==> src/rtl/pipe_ctrl.sv <==
// Pipeline sequencing controller: stall arbitration, branch redirect scheduling
// and mem-stall timeout. Optional perf counters enabled by PIPE_CTRL_PERF_EN.
module pipe_ctrl #(
  parameter int MAX_STALL = 64,
  parameter int CNT_W     = 16
) (
  input  logic        clk,
  input  logic        rst,
  input  logic        stallreq_if_i,
  input  logic        stallreq_id_i,
  input  logic        stallreq_mem_i,
  input  logic        branch_flag_i,
  input  logic [31:0] branch_target_i,
  output logic [5:0]  stall_o,
  output logic        flush_o,
  output logic [31:0] new_pc_o,
  output logic        stall_timeout_o,
  output logic [31:0] perf_stall_cycles_o,
  output logic [31:0] perf_flush_count_o
);

  localparam logic [CNT_W-1:0] MAX_CNT = CNT_W'(MAX_STALL);

  localparam logic [5:0] STALL_MEM  = 6'b011111;
  localparam logic [5:0] STALL_ID   = 6'b000111;
  localparam logic [5:0] STALL_IF   = 6'b000011;
  localparam logic [5:0] STALL_NONE = 6'b000000;

  typedef enum logic {IDLE, HOLD} state_t;

  state_t      state_q, state_d;
  logic [31:0] target_q;
  logic        capture;
  logic [5:0]  stall_req;
  logic [5:0]  stall_d;
  logic        flush_d;
  logic [31:0] new_pc_d;
  logic [CNT_W-1:0] run_cnt_q;
  logic        timeout_q;

  always_comb begin
    if (stallreq_mem_i)     stall_req = STALL_MEM;
    else if (stallreq_id_i) stall_req = STALL_ID;
    else if (stallreq_if_i) stall_req = STALL_IF;
    else                    stall_req = STALL_NONE;
  end

  // NOTE: every signal driven here gets a default first, so no path can infer a latch.
  always_comb begin
    state_d  = state_q;
    stall_d  = stall_req;
    flush_d  = 1'b0;
    new_pc_d = '0;
    capture  = 1'b0;
    unique case (state_q)
      IDLE: begin
        if (branch_flag_i && !stallreq_mem_i) begin
          flush_d  = 1'b1;
          new_pc_d = branch_target_i;
          stall_d  = STALL_NONE;
        end else if (branch_flag_i) begin
          capture = 1'b1;
          state_d = HOLD;
        end
      end
      HOLD: begin
        // ex is frozen while we wait, so a repeated branch_flag_i is the same instruction.
        if (!stallreq_mem_i) begin
          flush_d  = 1'b1;
          new_pc_d = target_q;
          stall_d  = STALL_NONE;
          state_d  = IDLE;
        end
      end
      default: state_d = IDLE;
    endcase
  end

  // NOTE: sequential state uses non-blocking assignments so all flops sample the same pre-edge values.
  always_ff @(posedge clk or negedge rst) begin
    if (!rst) begin
      state_q  <= IDLE;
      target_q <= '0;
    end else begin
      state_q <= state_d;
      if (capture) target_q <= branch_target_i;
    end
  end

  always_ff @(posedge clk or negedge rst) begin
    if (!rst) begin
      run_cnt_q <= '0;
      timeout_q <= 1'b0;
    end else begin
      if (!stallreq_mem_i)          run_cnt_q <= '0;
      else if (run_cnt_q != MAX_CNT) run_cnt_q <= run_cnt_q + 1'b1;
      if (stallreq_mem_i && run_cnt_q == MAX_CNT - 1'b1) timeout_q <= 1'b1;
    end
  end

  // Combinational outputs are forced quiet while reset is held.
  assign stall_o         = rst ? stall_d  : STALL_NONE;
  assign flush_o         = rst ? flush_d  : 1'b0;
  assign new_pc_o        = rst ? new_pc_d : '0;
  assign stall_timeout_o = timeout_q;

`ifdef PIPE_CTRL_PERF_EN
  logic [31:0] perf_stall_q, perf_flush_q;

  always_ff @(posedge clk or negedge rst) begin
    if (!rst) begin
      perf_stall_q <= '0;
      perf_flush_q <= '0;
    end else begin
      if (stall_o != STALL_NONE) perf_stall_q <= perf_stall_q + 32'd1;
      if (flush_o)               perf_flush_q <= perf_flush_q + 32'd1;
    end
  end

  assign perf_stall_cycles_o = perf_stall_q;
  assign perf_flush_count_o  = perf_flush_q;
`else
  assign perf_stall_cycles_o = 32'h0;
  assign perf_flush_count_o  = 32'h0;
`endif

endmodule

==> config.mk <==
export PLATFORM = sky130hd
export DESIGN_NAME = pipe_ctrl
export DESIGN_NICKNAME = d
export VERILOG_FILES = /design/src/rtl/pipe_ctrl.sv
export SDC_FILE = /design/constraint.sdc
export NUM_CORES = 1
export LEC_CHECK = 0
export BUFFER_PORTS_ARGS = -buffer_cell sky130_fd_sc_hd__buf_2
export CORE_ASPECT_RATIO = 0.5
export CORE_MARGIN = 8
export CORE_UTILIZATION = 49
export CTS_BUF_LIST = sky130_fd_sc_hd__clkbuf_4 sky130_fd_sc_hd__clkbuf_8
export CTS_CLUSTER_SIZE = 14
export DETAILED_ROUTE_END_ITERATION = 6
export MAX_ROUTING_LAYER = met4
export PLACE_DENSITY = 0.91
export SYNTH_ARGS = -nofsm -noshare
export SYNTH_HDL_FRONTEND = slang
export SYNTH_SLANG_ARGS = --single-unit
==> constraint.sdc <==
create_clock -name clk -period 2.3 [get_ports clk]
set_input_delay 0.46 -clock clk [delete_from_list [all_inputs] [get_ports clk]]
set_output_delay 0.46 -clock clk [all_outputs]
set_load 0.1 [all_outputs]
==> flow_summary.yaml, run 1 <==
status:
  status: "completed"
floorplan:
  initial_core_util_pct: 49.5
  die-width_um: 131
  design.core.area_um2: 6520
  num_rows: 21
  die-area_um2: 9600
  die_y_um: 73.4
  ioPinCount: 142
route:
  routedWlPerCell_um: 17.2
  drcViolationCount: 0
  drt_first_pass_iters: 4
  antenna_left: 0
  drt-initial-drc-count: 142
  via_per_inst: 5.02
  routed_wl_mm: 8.28
  num_vias: 2419
sta:
  fin_ws_ps: 128
  finClkSkew_ps: 3.84
  finalSetupTns_ps: 0
  rsz0062_at_grt: "no"
  max_freq_mhz: 460
  slew_headroom_pct: 65.0
  setup_viol: 0
  hold_viol_final: 0
  layout_min_cycle_time_ps: 2170
  tightest_slew_ps: 524
  slew_viol_final: 0
  period_share_pct: 94.4
place:
  port_buffers: 76
  dp_cells: 473
  post-dp-hpwl_mm: 6.37
  pre_cts_ws_ps: 280
  gp_congestion: 0.882
critical_path:
  ff2ff_setup_slack_ps: 490
  cp.required_ps: 1840
  cp-end-kind: "output port"
  worst-r2r-cell-count: 4
  timing.rr.start: "run_cnt_q[2]$_DFFE_PN0P_"
  worstSetupPathType: "flip-flop to output port"
  rr_endpoint: "run_cnt_q[14]$_DFFE_PN0P_"
  arrival_ps: 1710
  path_max_fanout: 32
  cp-start-kind: "flip-flop"
clocking:
  root_buffer: "clkbuf_8"
  cts_sinks: 50
  htree_levels: 2
  cts_tree: "yes"
  post-cts-setup-buffer-count: 0
  numCtsBuffers: 5
  cts.clk_slew.worst_paths_ps: 90
  insertion_delay_ps: 320
  clk_path_buf_depth: 2
  cts_hold_buf: 1
  cts_resized: 0
pwr:
  leakagePower_nw: 2.01
  p_per_area_nw_per_um2: 651
  vdd_drop_max_mv: 0.420
min_path:
  hold_class: "input port to async pin"
synthesis:
  synth_warnings: 0
  seq_area_frac_synth_pct: 38.8
  ys_types: 34
  synth.cell_area_um2: 3230
  syn_area_per_cell_um2: 10.1
  syn_inst: 319
  ys_seq_elements: 50
grt:
  grt-ovfl-total: 0
  grt_max_degree: 35
  grt_use_total_pct: 17.7
  grt_pass1_vias: 2519
  grt_pass1_wl_mm: 12.7
  antenna_found_initial: 0
layout:
  instances_no_fill: 482
  fin_nets: 429
  syn_to_final_growth_pct: 36.5
  antenna_cells: 0
  layout-drive-gt1-share_pct: 41.8
run:
  maxCapViolCount: 0
routing by layer:
| metal | global-route usage, % | wire length [um] |
|---|---|---|
| met5 | - | 0 |
| met4 | 5.80 | 114 |
| met3 | 7.89 | 774 |
| met2 | 29.0 | 4230 |
| met1 | 19.0 | 3160 |
cell usage in the layout, fill, tap and decap left out, drive strengths merged, types with 3 or more instances in the layout:
| master | count |
|---|---|
| xnor2 | 9 |
| conb | 65 |
| inv | 3 |
| nor3 | 3 |
| nand2 | 10 |
| and2 | 12 |
| clkbuf | 6 |
| buf | 83 |
| a22oi | 32 |
| nand4 | 7 |
| dfrtp | 50 |
| nor2b | 35 |
| nand3 | 8 |
| nor2 | 5 |
| mux2 | 32 |
| and4 | 3 |
| mux2i | 3 |
worst max-delay path: stages, from the launching register on:
cell and delay, ps:
dfrtp_1 430, nor3b_2 250, buf_12 230, a22oi_1 140
nor2b_4 160, buf_12 180
per-stage QoR:
stage | hold slack (ps) | total power, W | utilization [%] | cell area [um2]
floorplan | 164 | 0.00212 | - | 3720
detailed placement | 335 | 0.00233 | 66.0 | 4300
finish | 133 | 0.00287 | 67.6 | 4400
CTS | 126 | 0.00288 | 67.6 | 4400
global placement | 335 | 0.00229 | 66.0 | 4300
global route | 140 | 0.00297 | 67.6 | 4400
synth_stat cells:
master,count,area (um2)
buf_4,68,510
dfrtp_1,50,1250
nor2b_1,35,219
a22oi_1,32,240
mux2_2,32,360
clkbuf_1,13,48.8
and2_1,12,75.1
nand2_1,10,37.5
xnor2_1,9,78.8
nand3_1,8,40.0
nand4_1,6,37.5
nor2_1,5,18.8
and4_1,3,26.3
buf_6,3,33.8
inv_1,3,11.3
mux2i_1,3,30.0
nor3_1,3,15.0
ha_1,2,25.0
nand3b_1,2,15.0
nor3b_1,2,15.0
nor4_1,2,12.5
o21a_1,2,15.0
o31ai_1,2,15.0
xor2_1,2,17.5
a21boi_1,1,7.51
a21oi_1,1,5.00
and3_1,1,6.26
and3_2,1,7.51
buf_1,1,3.75
conb_1,1,3.75
nand2b_1,1,6.26
nand4_4,1,21.3
o41ai_1,1,8.76
or4_1,1,7.51
registers in the layout, indices dropped and copies added, names as in the netlist:
name and cells:
target_q 32, state_q 1, stall_timeout_o 1, run_cnt_q 16
cells by family after synthesis:
kind of cell | synth area share (%)
adders and majority gates | 0.775
AOI/OAI and AO/OA | 9.03
and+or+nand+nor | 17.4
buffers and inverters | 18.8
other | 0.116
muxes | 12.1
DFF | 38.8
xor gates and xnor gates | 2.99
power breakdown:
part / internal, W / total [W] / switching (W)
registers: 0.000990 / 0.00106 / 0.0000656
logic: 0.000336 / 0.00126 / 0.000920
clock network: 0.000242 / 0.000556 / 0.000314
how the worst max path moves through the flow:
stage                       from            to  slack (ps)
3_3_place_gp      stallreq_mem_i  new_pc_o[31]         340
4_1_cts        state_q$_DFF_PN0_  new_pc_o[10]         110
5_1_grt        state_q$_DFF_PN0_  new_pc_o[10]          50
2_1_floorplan     stallreq_mem_i       flush_o        -140
6_report       state_q$_DFF_PN0_  new_pc_o[31]         130
3_5_place_dp      stallreq_mem_i  new_pc_o[10]         280
final cells by class:
class	instances	area [um2]
fillers	490	2110
repair buffers	84	1070
clock inverters	2	12.5
multi-input cells	245	1870
well taps	92	115
inverters	3	11.3
clock buffers	6	82.6
flip-flops and latches	50	1250
No activity file was read; power rests on OpenSTA's default activity.
==> run 2: changes to the inputs <==
--- a/config.mk
+++ b/config.mk
@@ -6,14 +6,16 @@
 export NUM_CORES = 1
 export LEC_CHECK = 0
 export BUFFER_PORTS_ARGS = -buffer_cell sky130_fd_sc_hd__buf_2
+export CELL_PAD_IN_SITES_DETAIL_PLACEMENT = 0
+export CELL_PAD_IN_SITES_GLOBAL_PLACEMENT = 1
 export CORE_ASPECT_RATIO = 0.5
 export CORE_MARGIN = 8
-export CORE_UTILIZATION = 49
+export CORE_UTILIZATION = 36
 export CTS_BUF_LIST = sky130_fd_sc_hd__clkbuf_4 sky130_fd_sc_hd__clkbuf_8
 export CTS_CLUSTER_SIZE = 14
 export DETAILED_ROUTE_END_ITERATION = 6
 export MAX_ROUTING_LAYER = met4
-export PLACE_DENSITY = 0.91
+export PLACE_DENSITY_LB_ADDON = 0.1
 export SYNTH_ARGS = -nofsm -noshare
 export SYNTH_HDL_FRONTEND = slang
 export SYNTH_SLANG_ARGS = --single-unit
==> flow_summary.yaml, run 2 (synthesized netlist as in run 1, its figures left out) <==
status:
  status: "completed"
clocking:
  cts_hold_buf: 1
  post-cts-setup-buffer-count: 0
  cts_resized: 0
  root_buffer: "clkbuf_8"
  numCtsBuffers: 5
  cts_sinks: 50
  htree_levels: 2
  cts_tree: "yes"
  insertion_delay_ps: 310
  cts.clk_slew.worst_paths_ps: 90
  clk_path_buf_depth: 2
sta:
  finalSetupTns_ps: 0
  finClkSkew_ps: 6.98
  period_share_pct: 93.4
  layout_min_cycle_time_ps: 2150
  max_freq_mhz: 465
  rsz0062_at_grt: "no"
  setup_viol: 0
  slew_viol_final: 0
  hold_viol_final: 0
layout:
  final_cell_mix: "conb_1, dfrtp_1, buf_12"
  final_area_um2: 4440
  layout_commonest_cell: "conb_1"
  syn_to_final_growth_pct: 37.5
  top_regs: "target_q (32), run_cnt_q (16)"
  num-fill-cells: 795
  fin_nets: 429
  layout-drive-gt1-share_pct: 41.8
  largest_reg_flops: 32
  largest_register: "target_q"
place:
  port_buffers: 76
  post-dp-hpwl_mm: 5.77
  dpl_cell_area_um2: 4330
  gp_congestion: 0.809
route:
  drt_first_pass_iters: 4
  antenna_left: 0
  num_vias: 2390
  drcViolationCount: 0
  wl_met3_um: 554
  wl_met1_mm: 3.20
  routed_wl_mm: 7.74
  wl_met2_mm: 3.89
  routedWlPerCell_um: 15.2
  drt-initial-drc-count: 90
  via_per_inst: 4.70
  dr.max_layer_used: "met4"
grt:
  grt_use_total_pct: 12.7
  grt_pass1_wl_mm: 12.5
  antenna_found_initial: 1
  grt_pass1_vias: 2564
  grt_max_degree: 47
  grt-ovfl-total: 0
floorplan:
  design.core.area_um2: 8710
  die-area_um2: 12400
  ioPinCount: 142
  initial_core_util_pct: 37.1
  die_y_um: 82.9
  die-width_um: 150
  num_rows: 24
critical_path:
  arrival_ps: 1690
  cp-end-kind: "output port"
  worstSetupPathType: "flip-flop to output port"
  cp-start-kind: "flip-flop"
  path_max_fanout: 32
  cp.required_ps: 1840
pwr:
  leakagePower_nw: 2.02
  p_per_area_nw_per_um2: 644
  vdd_drop_max_mv: 0.295
run:
  maxCapViolCount: 0
min_path:
  hold_class: "input port to async pin"
==> run 2: cell count changes in the layout (fill, tap and decap cells not counted), sizes merged <==
cell	before	now
clkinvlp	1	0
diode	0	1
clkbuf	6	7
==> run 2: worst max-delay path: stages (launching register included) <==
cell and delay (ps):
dfrtp_1 420, nor3b_2 240, buf_12 230, a22oi_1 130, nor2b_4 160, buf_12 180
==> run 2: cell type report <==
type                    count  area, um2  area share, %
diodes                      1       2.50         0.0564
clock buffers               7       90.1           2.03
clock inverters             1       5.00          0.113
inverters                   3       11.3          0.254
multi-input cells         245       1870           42.1
flip-flops and latches     50       1250           28.2
well taps                 117        146           3.30
repair buffers             84       1060           24.0
==> run 2: power breakdown <==
part	internal, W	total, W	switching [W]
combinational	0.000336	0.00125	0.000914
sequential	0.000990	0.00105	0.0000640
clock	0.000255	0.000551	0.000296
total	0.00158	0.00285	0.00127
==> run 2: final timing paths <==
| path | depth (start not counted) | slack (ps) | start | end |
|---|---|---|---|---|
| hold / removal | 2 | 300 | rst | target_q[27]$_DFFE_PN0P_ |
| max in group asynchronous | 2 | 1530 | rst | target_q[0]$_DFFE_PN0P_ |
| setup reg to reg | 4 | 560 | run_cnt_q[2]$_DFFE_PN0P_ | run_cnt_q[14]$_DFFE_PN0P_ |
| min in group clk | 2 | 390 | branch_target_i[12] | target_q[12]$_DFFE_PN0P_ |
| hold reg to reg | 2 | 470 | stall_timeout_o$_DFFE_PN0P_ | stall_timeout_o$_DFFE_PN0P_ |
| setup / recovery | 5 | 150 | state_q$_DFF_PN0_ | new_pc_o[3] |
==> run 2: per-layer routing <==
layer  track usage (%)  up-vias
met5                 -        -
met4              3.60        0
met3              3.52        9
met2              21.5       92
met1              14.6     1184
li1                  -     1105
==> run 2: per-stage QoR <==
step	total power (W)	hold WS (ps)	util (%)	cells	setup slack, ps
floorplan	0.00212	164	-	383	-143
global placement	0.00230	342	49.7	498	271
detailed placement	0.00232	339	49.7	498	243
CTS	0.00289	280	50.9	507	131
global route	0.00299	302	50.9	508	22.2
finish	0.00285	297	50.9	508	152
==> run 3: changes to the inputs <==
==> constraint.sdc (replaced) <==
create_clock -name clk -period 2.3 [get_ports clk]
set_input_delay 0.345 -clock clk [delete_from_list [all_inputs] [get_ports clk]]
set_output_delay 0.345 -clock clk [all_outputs]
set_load 0.1 [all_outputs]
==> flow_summary.yaml, run 3 (synthesized netlist as in run 1, its figures left out) <==
status:
  status: "completed"
route:
  via_per_inst: 4.70
  drt_first_pass_iters: 5
  routedWlPerCell_um: 15.1
  drcViolationCount: 0
  routed_wl_mm: 7.69
  num_vias: 2390
  drt-initial-drc-count: 153
  antenna_left: 0
floorplan:
  die-width_um: 150
  initial_core_util_pct: 37.1
  ioPinCount: 142
  design.core.area_um2: 8710
  num_rows: 24
  die-area_um2: 12400
  die_y_um: 82.9
critical_path:
  startpoint: "rst"
  cp.required_ps: 1960
  crit_end: "new_pc_o[31]"
  worst-r2r-cell-count: 4
  worstSetupPathType: "input port to output port"
  cp-end-kind: "output port"
  arrival_ps: 1800
  timing.rr.start: "run_cnt_q[2]$_DFFE_PN0P_"
  path_max_fanout: 38
  cp-start-kind: "input port"
  rr_endpoint: "run_cnt_q[14]$_DFFE_PN0P_"
  ff2ff_setup_slack_ps: 570
sta:
  finalSetupTns_ps: 0
  max_freq_mhz: 467
  period_share_pct: 93.1
  hold_viol_final: 0
  finClkSkew_ps: 2.80
  setup_viol: 0
  rsz0062_at_grt: "no"
  layout_min_cycle_time_ps: 2140
  slew_viol_final: 0
pwr:
  p_per_area_nw_per_um2: 641
  vdd_drop_max_mv: 0.263
  leakagePower_nw: 2.01
clocking:
  htree_levels: 2
  cts.clk_slew.worst_paths_ps: 90
  numCtsBuffers: 5
  clk_path_buf_depth: 2
  cts_tree: "yes"
  insertion_delay_ps: 310
  cts_sinks: 50
  root_buffer: "clkbuf_8"
layout:
  layout_commonest_cell: "conb_1"
  syn_to_final_growth_pct: 36.3
  largest_reg_flops: 32
  final_core_util_pct: 50.5
  multi_input_area_um2: 1850
  largest_register: "target_q"
  top_regs: "target_q (32), run_cnt_q (16)"
  seqCellArea_um2: 1250
  antenna_cells: 0
  final_cell_mix: "conb_1, dfrtp_1, buf_12"
  final_area_um2: 4400
  layout-drive-gt1-share_pct: 41.6
  num-fill-cells: 768
  fin_nets: 432
grt:
  grt-ovfl-total: 0
  grt_pass1_wl_mm: 12.5
  antenna_found_initial: 0
  grt_max_degree: 39
  grt_pass1_vias: 2629
  grt_use_total_pct: 12.6
min_path:
  hold_class: "input port to flip-flop"
  hold_depth: 2
place:
  dpl_cell_area_um2: 4300
  post-dp-hpwl_mm: 6.03
  gp_congestion: 0.761
  port_buffers: 76
run:
  maxCapViolCount: 0
## run 3: layout make-up
type | count | area share (%)
clock buffer | 7 | 1.91
inverter | 3 | 0.256
multi-input combinational | 245 | 42.1
sequential | 50 | 28.5
tap | 117 | 3.33
timing repair buffer | 87 | 23.9
## run 3: layer usage
metal	routed length (um)	share of wire [%]	GRT usage, %
met3	518	6.7	3.63
met2	3780	49	21.3
met4	96	1.2	3.60
met1	3290	43	14.4
met5	0	0	-
## run 3: repair_timing
action	4_1_cts	5_1_grt
endpoints found under the hold margin	3	0
resized for setup	0	1
hold buffers	1	0
endpoints found under the setup margin	0	10
setup buffers	0	0
## run 3: power by group
part	internal, W	total (W)	switching [W]
registers	0.000990	0.00105	0.0000634
logic	0.000330	0.00124	0.000913
clock network	0.000234	0.000521	0.000287
total	0.00155	0.00282	0.00126
## run 3: worst min path at each step
stage	startpoint	to
global route	branch_target_i[21]	target_q[21]$_DFFE_PN0P_
detailed placement	rst	target_q[28]$_DFFE_PN0P_
CTS	branch_target_i[3]	target_q[3]$_DFFE_PN0P_
floorplan	rst	run_cnt_q[0]$_DFFE_PN0P_
finish	branch_target_i[3]	target_q[3]$_DFFE_PN0P_
global placement	rst	target_q[28]$_DFFE_PN0P_
## run 3: critical path, stage by stage
cell and delay, ps:
dlygate4sd3_1 530, clkbuf_4 240, buf_12 230, nor2b_2 240
buf_12 190
## run 3: through the flow
stage | worst slack (ps) | total power, W | instances | hold WS [ps]
after floorplan | 43.5 | 0.00212 | 383 | 49.4
after global placement | 495 | 0.00230 | 501 | 234
after detailed placement | 458 | 0.00232 | 501 | 236
after CTS | 63.7 | 0.00284 | 509 | 269
after global routing | 45.5 | 0.00295 | 509 | 256
final | 160 | 0.00282 | 509 | 278
